$ cat config.mk
export PLATFORM = sky130hd
export DESIGN_NAME = dbg_run_ctrl
export DESIGN_NICKNAME = d
export VERILOG_FILES = /design/src/rtl/dbg_run_ctrl.sv
export SDC_FILE = /design/constraint.sdc
export NUM_CORES = 1
export LEC_CHECK = 0
export BUFFER_PORTS_ARGS = -buffer_cell sky130_fd_sc_hd__buf_2
export CORE_MARGIN = 2
export CORE_UTILIZATION = 35
export DETAILED_ROUTE_END_ITERATION = 10
export HOLD_SLACK_MARGIN = 0.15
export PLACE_DENSITY = 0.59
export SLEW_MARGIN = 25
export SYNTH_ARGS = -nofsm -noshare
export SYNTH_HDL_FRONTEND = slang
export SYNTH_SLANG_ARGS = --single-unit
$ cat constraint.sdc
create_clock -name CLK -period 6.6 [get_ports CLK]
set_input_delay 0.33 -clock CLK [delete_from_list [all_inputs] [get_ports CLK]]
set_output_delay 0.33 -clock CLK [all_outputs]
set_load 0.05 [all_outputs]
$ cat src/rtl/dbg_run_ctrl.sv
// Debug run controller: debounced step/select keys, free-run clock-enable divider
// and a PC breakpoint that halts free-run until the next single step.
module dbg_run_ctrl #(
  parameter int unsigned DB_CYCLES = 16,
  parameter int unsigned RUN_DIV   = 1000
) (
  input  logic        CLK,
  input  logic        RST,
  input  logic        KEY_STEP,
  input  logic        KEY_SEL,
  input  logic        SW_RUN,
  input  logic        BRK_EN,
  input  logic [31:0] BRK_ADDR,
  input  logic [31:0] nextPC,
  output logic        CPU_CE,
  output logic        CHG,
  output logic        HALT,
  output logic [1:0]  STATE,
  output logic [15:0] STEP_CNT
);

  localparam int unsigned DbW  = $clog2(DB_CYCLES + 1);
  localparam int unsigned DivW = $clog2(RUN_DIV);

  typedef enum logic [1:0] {
    StIdle = 2'b00,
    StRun  = 2'b01,
    StBrk  = 2'b10
  } state_e;

  // Bit 0 = step key, bit 1 = select key, bit 2 = run switch.
  logic [2:0]           sync1_q, sync2_q;
  logic [1:0]           deb_q, deb_d;
  logic [1:0][DbW-1:0]  db_cnt_q, db_cnt_d;
  logic [1:0]           key_p_q, key_p_d;

  state_e               state_q, state_d;
  logic [DivW-1:0]      div_q, div_d;
  logic                 cpu_ce_q, cpu_ce_d;
  logic                 chg_q, chg_d;
  logic                 halt_q, halt_d;
  logic [15:0]          step_cnt_q, step_cnt_d;

  logic step_p, sel_p, run_s, brk_hit, div_last;

  assign step_p   = key_p_q[0];
  assign sel_p    = key_p_q[1];
  assign run_s    = sync2_q[2];
  assign brk_hit  = BRK_EN && (nextPC == BRK_ADDR);
  assign div_last = (div_q == DivW'(RUN_DIV - 1));

  // Level is accepted only after DB_CYCLES consecutive clocks of disagreement.
  always_comb begin
    deb_d    = deb_q;
    db_cnt_d = '0;
    key_p_d  = '0;
    for (int i = 0; i < 2; i++) begin
      if (sync2_q[i] != deb_q[i]) begin
        if (db_cnt_q[i] == DbW'(DB_CYCLES - 1)) begin
          deb_d[i]   = ~deb_q[i];
          key_p_d[i] = ~deb_q[i];
        end else begin
          db_cnt_d[i] = db_cnt_q[i] + DbW'(1);
        end
      end
    end
  end

  always_comb begin
    state_d  = state_q;
    cpu_ce_d = 1'b0;
    div_d    = '0;
    case (state_q)
      StIdle: begin
        if (step_p) cpu_ce_d = 1'b1;
        if (run_s)  state_d  = StRun;
      end
      StRun: begin
        div_d = div_last ? '0 : div_q + DivW'(1);
        if (!run_s) begin
          state_d = StIdle;
        end else if (div_last) begin
          if (brk_hit) state_d  = StBrk;
          else         cpu_ce_d = 1'b1;
        end
      end
      StBrk: begin
        if (step_p) begin
          cpu_ce_d = 1'b1;
          state_d  = StIdle;
        end
      end
      default: state_d = StIdle;
    endcase
    chg_d      = sel_p;
    halt_d     = (state_d == StBrk);
    step_cnt_d = step_cnt_q + 16'(cpu_ce_d);
  end

  always_ff @(posedge CLK or posedge RST) begin
    if (RST) begin
      sync1_q    <= '0;
      sync2_q    <= '0;
      deb_q      <= '0;
      db_cnt_q   <= '0;
      key_p_q    <= '0;
      state_q    <= StIdle;
      div_q      <= '0;
      cpu_ce_q   <= 1'b0;
      chg_q      <= 1'b0;
      halt_q     <= 1'b0;
      step_cnt_q <= '0;
    end else begin
      sync1_q    <= {SW_RUN, KEY_SEL, KEY_STEP};
      sync2_q    <= sync1_q;
      deb_q      <= deb_d;
      db_cnt_q   <= db_cnt_d;
      key_p_q    <= key_p_d;
      state_q    <= state_d;
      div_q      <= div_d;
      cpu_ce_q   <= cpu_ce_d;
      chg_q      <= chg_d;
      halt_q     <= halt_d;
      step_cnt_q <= step_cnt_d;
    end
  end

  assign CPU_CE   = cpu_ce_q;
  assign CHG      = chg_q;
  assign HALT     = halt_q;
  assign STATE    = state_q;
  assign STEP_CNT = step_cnt_q;

endmodule

# == After elaboration in Yosys (flattened, before gate mapping) ==
# Index checks and enable logic that the tools add are counted.
# W data, S select, Z words.
# totals
ram_bits,0
ff_bits,51
memories,0
rom_bits,0
word_cells,54
output_inout_bits,21
input_bits,70
latchBits,0
# op_classes
shift,0
n_bitwise,2
multipliers,0
div,0
n_mux,21
eq_ne,9
add_sub_neg,4
order_cmp,0
n_reduce_logical,5
# ops
cell,count
$eq A32 B32 Y1,1
$mux W10,2
$mux W5,4
$add A16 B1 Y16,1
$add A10 B1 Y10 const B,1
$add A5 B1 Y5 const B,2
$eq A10 B10 Y1 const B,1
$eq A5 B4 Y1 const B,2
$mux W2,5
$mux W1,8
$pmux W2 S3,1
$eq A2 B2 Y1 const B,2
$reduce_and A2 Y1,2
$eq A2 B1 Y1 const B,1
$logic_not A2 Y1,1
$ne A1 B1 Y1,2
$not A1 Y1,2
$pmux W1 S2,1
$reduce_or A2 Y1,1
$logic_and A1 B1 Y1,1

# == Longest topological paths before layout ==
# depth
word_depth,7
depth_mapped,11
ltp_nobuf,11

# == Worst setup path before layout ==
# OpenSTA, ideal clock, no wires.
# synth_path
kind,register to register
from,"register state_q[0], in the netlist STATE[0]"
to,"register step_cnt_q[12], in the netlist STEP_CNT[12]"
period_less_slack_ps,2578
required_ps,6455
path_slack_ps,4022
arrival_time_ps,2433
stages_incl_launch_ff,10
n_path_buf,0
setup_ps,145
cell_sequence,dfrtp_1 -> nand3_1 -> or4_4 -> nor4_4 -> nor2_1 -> ha_1 -> ha_1 -> nand3_1 -> nor2_1 -> xor2_1
# synth_via
elab_chain_cells,4
word_cells_on_any_way,6
cone_classes,add/sub: 1; eq/ne: 2; mux: 1; reduce/logical: 2
# synth_lines
element,line_no,text
start: declaration,37,"state_e state_q, state_d;"
start signal: assignment,107,state_q <= StIdle;
start signal: assignment,119,state_q <= state_d;
$eq A2 B2 Y1 / $logic_not A2 Y1 (equally long branches),73,case (state_q)
$reduce_or A2 Y1 (no source line),-,
$pmux W1 S2 (*),73,
net cpu_ce_d,39,"logic cpu_ce_q, cpu_ce_d;"
$add A16 B1 Y16 (*),97,step_cnt_d = step_cnt_q + 16'(cpu_ce_d);
net step_cnt_d[12],42,"logic [15:0] step_cnt_q, step_cnt_d;"
end signal: assignment,124,step_cnt_q <= step_cnt_d;
end: declaration,42,
# Mark *: on every way through the listed nets, which the timed path passes. The rest lies on a longest branch.
# A chain may end at the register's enable or synchronous reset.

# == Worst setup path in the final report ==
# layout_path
from,register div_q[0]
to,"register step_cnt_q[12], in the netlist STEP_CNT[12]"
# layout_via
elab_chain_cells,5
# layout_lines
element,line_no,text
start: declaration,38,"logic [DivW-1:0] div_q, div_d;"
start signal: assignment,120,div_q <= div_d;
$eq A10 B10 Y1,50,assign div_last = (div_q == DivW'(RUN_DIV - 1));
$mux W1,82,end else if (div_last) begin
$mux W1,80,if (!run_s) begin
$pmux W1 S2,73,
net cpu_ce_d,39,
$add A16 B1 Y16,97,
net step_cnt_d[12],42,
# The timed path passes the listed nets, and every way through them passes these cells.

==> metrics.csv <==
metric,value,unit
yosysUniqueCellTypes,28,
cp_max_fo,5,
worst-path-buf-inv,0,
whs,0.186,ns
clk-insertion-delay-late,0.30,ns
grt_usage,12.8,%
drv_slew,0,
r2r-start,div_q[0]$_DFF_PP0_,
hpwl,3720,um
cts_setup_buffers,0,
synth_area_per_cell,11.2,sq um
cp-end-kind,flip-flop,
post-route-drc-count,0,
period_minus_slack,2.59,ns
wire_per_inst,12.1,um
numCtsBuffers,5,
grt_pass1_wl,7640,um
diodes,0,
grt_max_degree,52,
cap_violations,0,
coreArea,6720,sq um
tightest_slew,0.623,ns
worst_setup_path_start_kind,flip-flop,
cts-root-buf,clkbuf_8,
p_leak,1.56,nW
drtPass1Iterations,4,
power,0.723,mW
synthCells,216,
relSlewSlack,58.5,%
fin_worst_skew,0.00610,ns
clk_pin_slew,0.09,ns
cp_top_family,simple AND/OR/NAND/NOR gates,
finalSetupViolCount,0,
yosysSeqAreaShare,52.9,%
synth_warnings,0,
hold_violations,0,
vias,1849,
via_per_inst,4.65,
fin_setup_tns,0,ns
cts_buffer_depth,2,
fmax,0.386,GHz
cp_common_cell,ha_1,
row_count,30,
crit_required,6.83,ns
syn2layout_area_growth,28.5,%
overflow,0,
path_cells,ha_1 > nor4bb_1 > nand4_1 > o21ai_1 > o21ai_1 > nor2_1 > ha_1 > ha_1 > nand3_1 > nor2_1 > xor2_1,
die_h,87,um
path_class,reg -> reg,
io_buffers,90,
ios,91,
h-tree-depth,2,
cts_tree,yes,
die_x,87,um
p_per_area,233,nW/um^2
finish.utilization,46.1,%
first_global_vias,1745,
place_congestion,0.750,
layout-drive-gt1-share,32.1,%
final.period_utilization,39.3,%
vdd_drop_max,0.0000855,V
wl,4800,um
syn_area,2410,sq um
final_nets,392,
rsz0062_at_grt,false,
drtIter0Drc,36,
start_util,35.9,%
cts_num_sinks,51,
critPathSlowestCell,dfrtp_1,
cp.arrival,2.82,ns
hp-class,in -> async,
fin_cells,398,
antenna_found_initial,0,
place_inst,387,
cp_slowest_stage_delay,0.40,ns
status,"complete, no violations",
die_area,7570,sq um
ant_nets,0,
critical_path.startpoint,div_q[0]$_DFF_PP0_,
syn-num-nets,291,
regToRegSetupSlack,4.01,ns
ys_seq_elements,51,
## state kept, by name, indices dropped and copies added, names as in the netlist
register  cells
deb_q         2
STATE         2
sync1_q       3
STEP_CNT     16
CHG           1
CPU_CE        1
db_cnt_q     10
key_p_q       2
div_q        10
HALT          1
sync2_q       3
## through the flow
step	worst slack (ns)	area, sq um
after detailed placement	3.84	2970
after global placement	3.87	2970
after global routing	3.69	3100
after floorplan	4.02	2410
final	4.01	3100
after CTS	3.98	3100
## repair_timing
item / in CTS / in global routing
hold buffers: 3 / 0
resized for setup: 0 / 0
endpoints found under the hold margin: 3 / 0
## power by group
group / internal, mW / total, mW / switching [mW]
Sequential: 0.337 / 0.363 / 0.0266
Combinational: 0.0582 / 0.166 / 0.108
Clock: 0.0958 / 0.193 / 0.0973
## worst register-to-register path, delay by kind of cell, from the launching register on
kind,cells,cell delay (ns)
simple gates,5,1.00
fa+ha+maj,3,0.72
flops,1,0.40
compound gates,2,0.24
xor+xnor,1,0.16
## layout by cell type (no fill, tap or decap), types with 4 or more instances in the layout
cell type / n
o21ai_1: 4
ha_1: 5
buf_2: 90
inv_1: 6
nand2_1: 8
clkbuf_8: 7
dfrtp_1: 51
nand4_1: 7
xnor2_1: 38
nor2_1: 24
nand3_1: 15
xor2_1: 20
nor3b_1: 4
and3_1: 6
a21oi_1: 4
## kinds of logic (layout without fill, tap and decap cells)
group	count (synthesis)	count (layout)	synth area share, %
multiplexers	2	2	0.934
adder cells (fa/ha/maj)	5	5	2.59
AND/OR/NAND/NOR	83	83	19.1
flip-flops	51	51	52.9
AO/OA/AOI/OAI	10	10	2.28
buffers and inverters	7	109	1.09
XOR/XNOR	58	58	21.1
## final timing paths
check                                               to  cells after the start
worst max-delay path            STEP_CNT[12]$_DFF_PP0_                     11
worst min-delay path              sync2_q[0]$_DFF_PP0_                      3
worst max register to register  STEP_CNT[12]$_DFF_PP0_                     11
worst min register to register           CHG$_DFF_PP0_                      0
max in group asynchronous           STATE[0]$_DFF_PP0_                      3
min in group CLK                         CHG$_DFF_PP0_                      0
## routing by layer
metal,vias to the layer above,GRT usage [%],share of wire (%)
met5,-,0,0
met4,0,4.26,1.5
met3,6,3.60,11
met2,84,21.5,47
met1,830,15.9,41
li1,929,-,-
## cell usage after synthesis
cell / count / share of area (%)
a21o_1: 2 / 0.62
a21oi_1: 4 / 0.83
and2_1: 1 / 0.26
and3_1: 6 / 1.6
and4_1: 1 / 0.36
dfrtp_1: 51 / 53
ha_1: 5 / 2.6
inv_1: 7 / 1.1
mux2_1: 2 / 0.93
nand2_1: 8 / 1.2
nand2b_1: 2 / 0.52
nand3_1: 15 / 3.1
nand3b_1: 1 / 0.31
nand4_1: 7 / 1.8
nand4_2: 1 / 0.52
nand4b_1: 1 / 0.36
nor2_1: 24 / 3.7
nor2b_1: 3 / 0.78
nor3_1: 3 / 0.62
nor3b_1: 4 / 1.2
nor4_1: 2 / 0.52
nor4_4: 1 / 0.88
nor4b_1: 1 / 0.36
nor4bb_1: 1 / 0.42
o21ai_1: 4 / 0.83
or4_4: 1 / 0.47
xnor2_1: 38 / 14
xor2_1: 20 / 7.3
## area by class of cell
class / instances / area, sq um
multi-input combinational: 158 / 1110
fill: 652 / 3620
tap: 80 / 100
sequential: 51 / 1280
clock buffer: 8 / 100
timing repair buffer: 94 / 488
inverter: 7 / 26.3
Power figures use the tool's default switching activity.
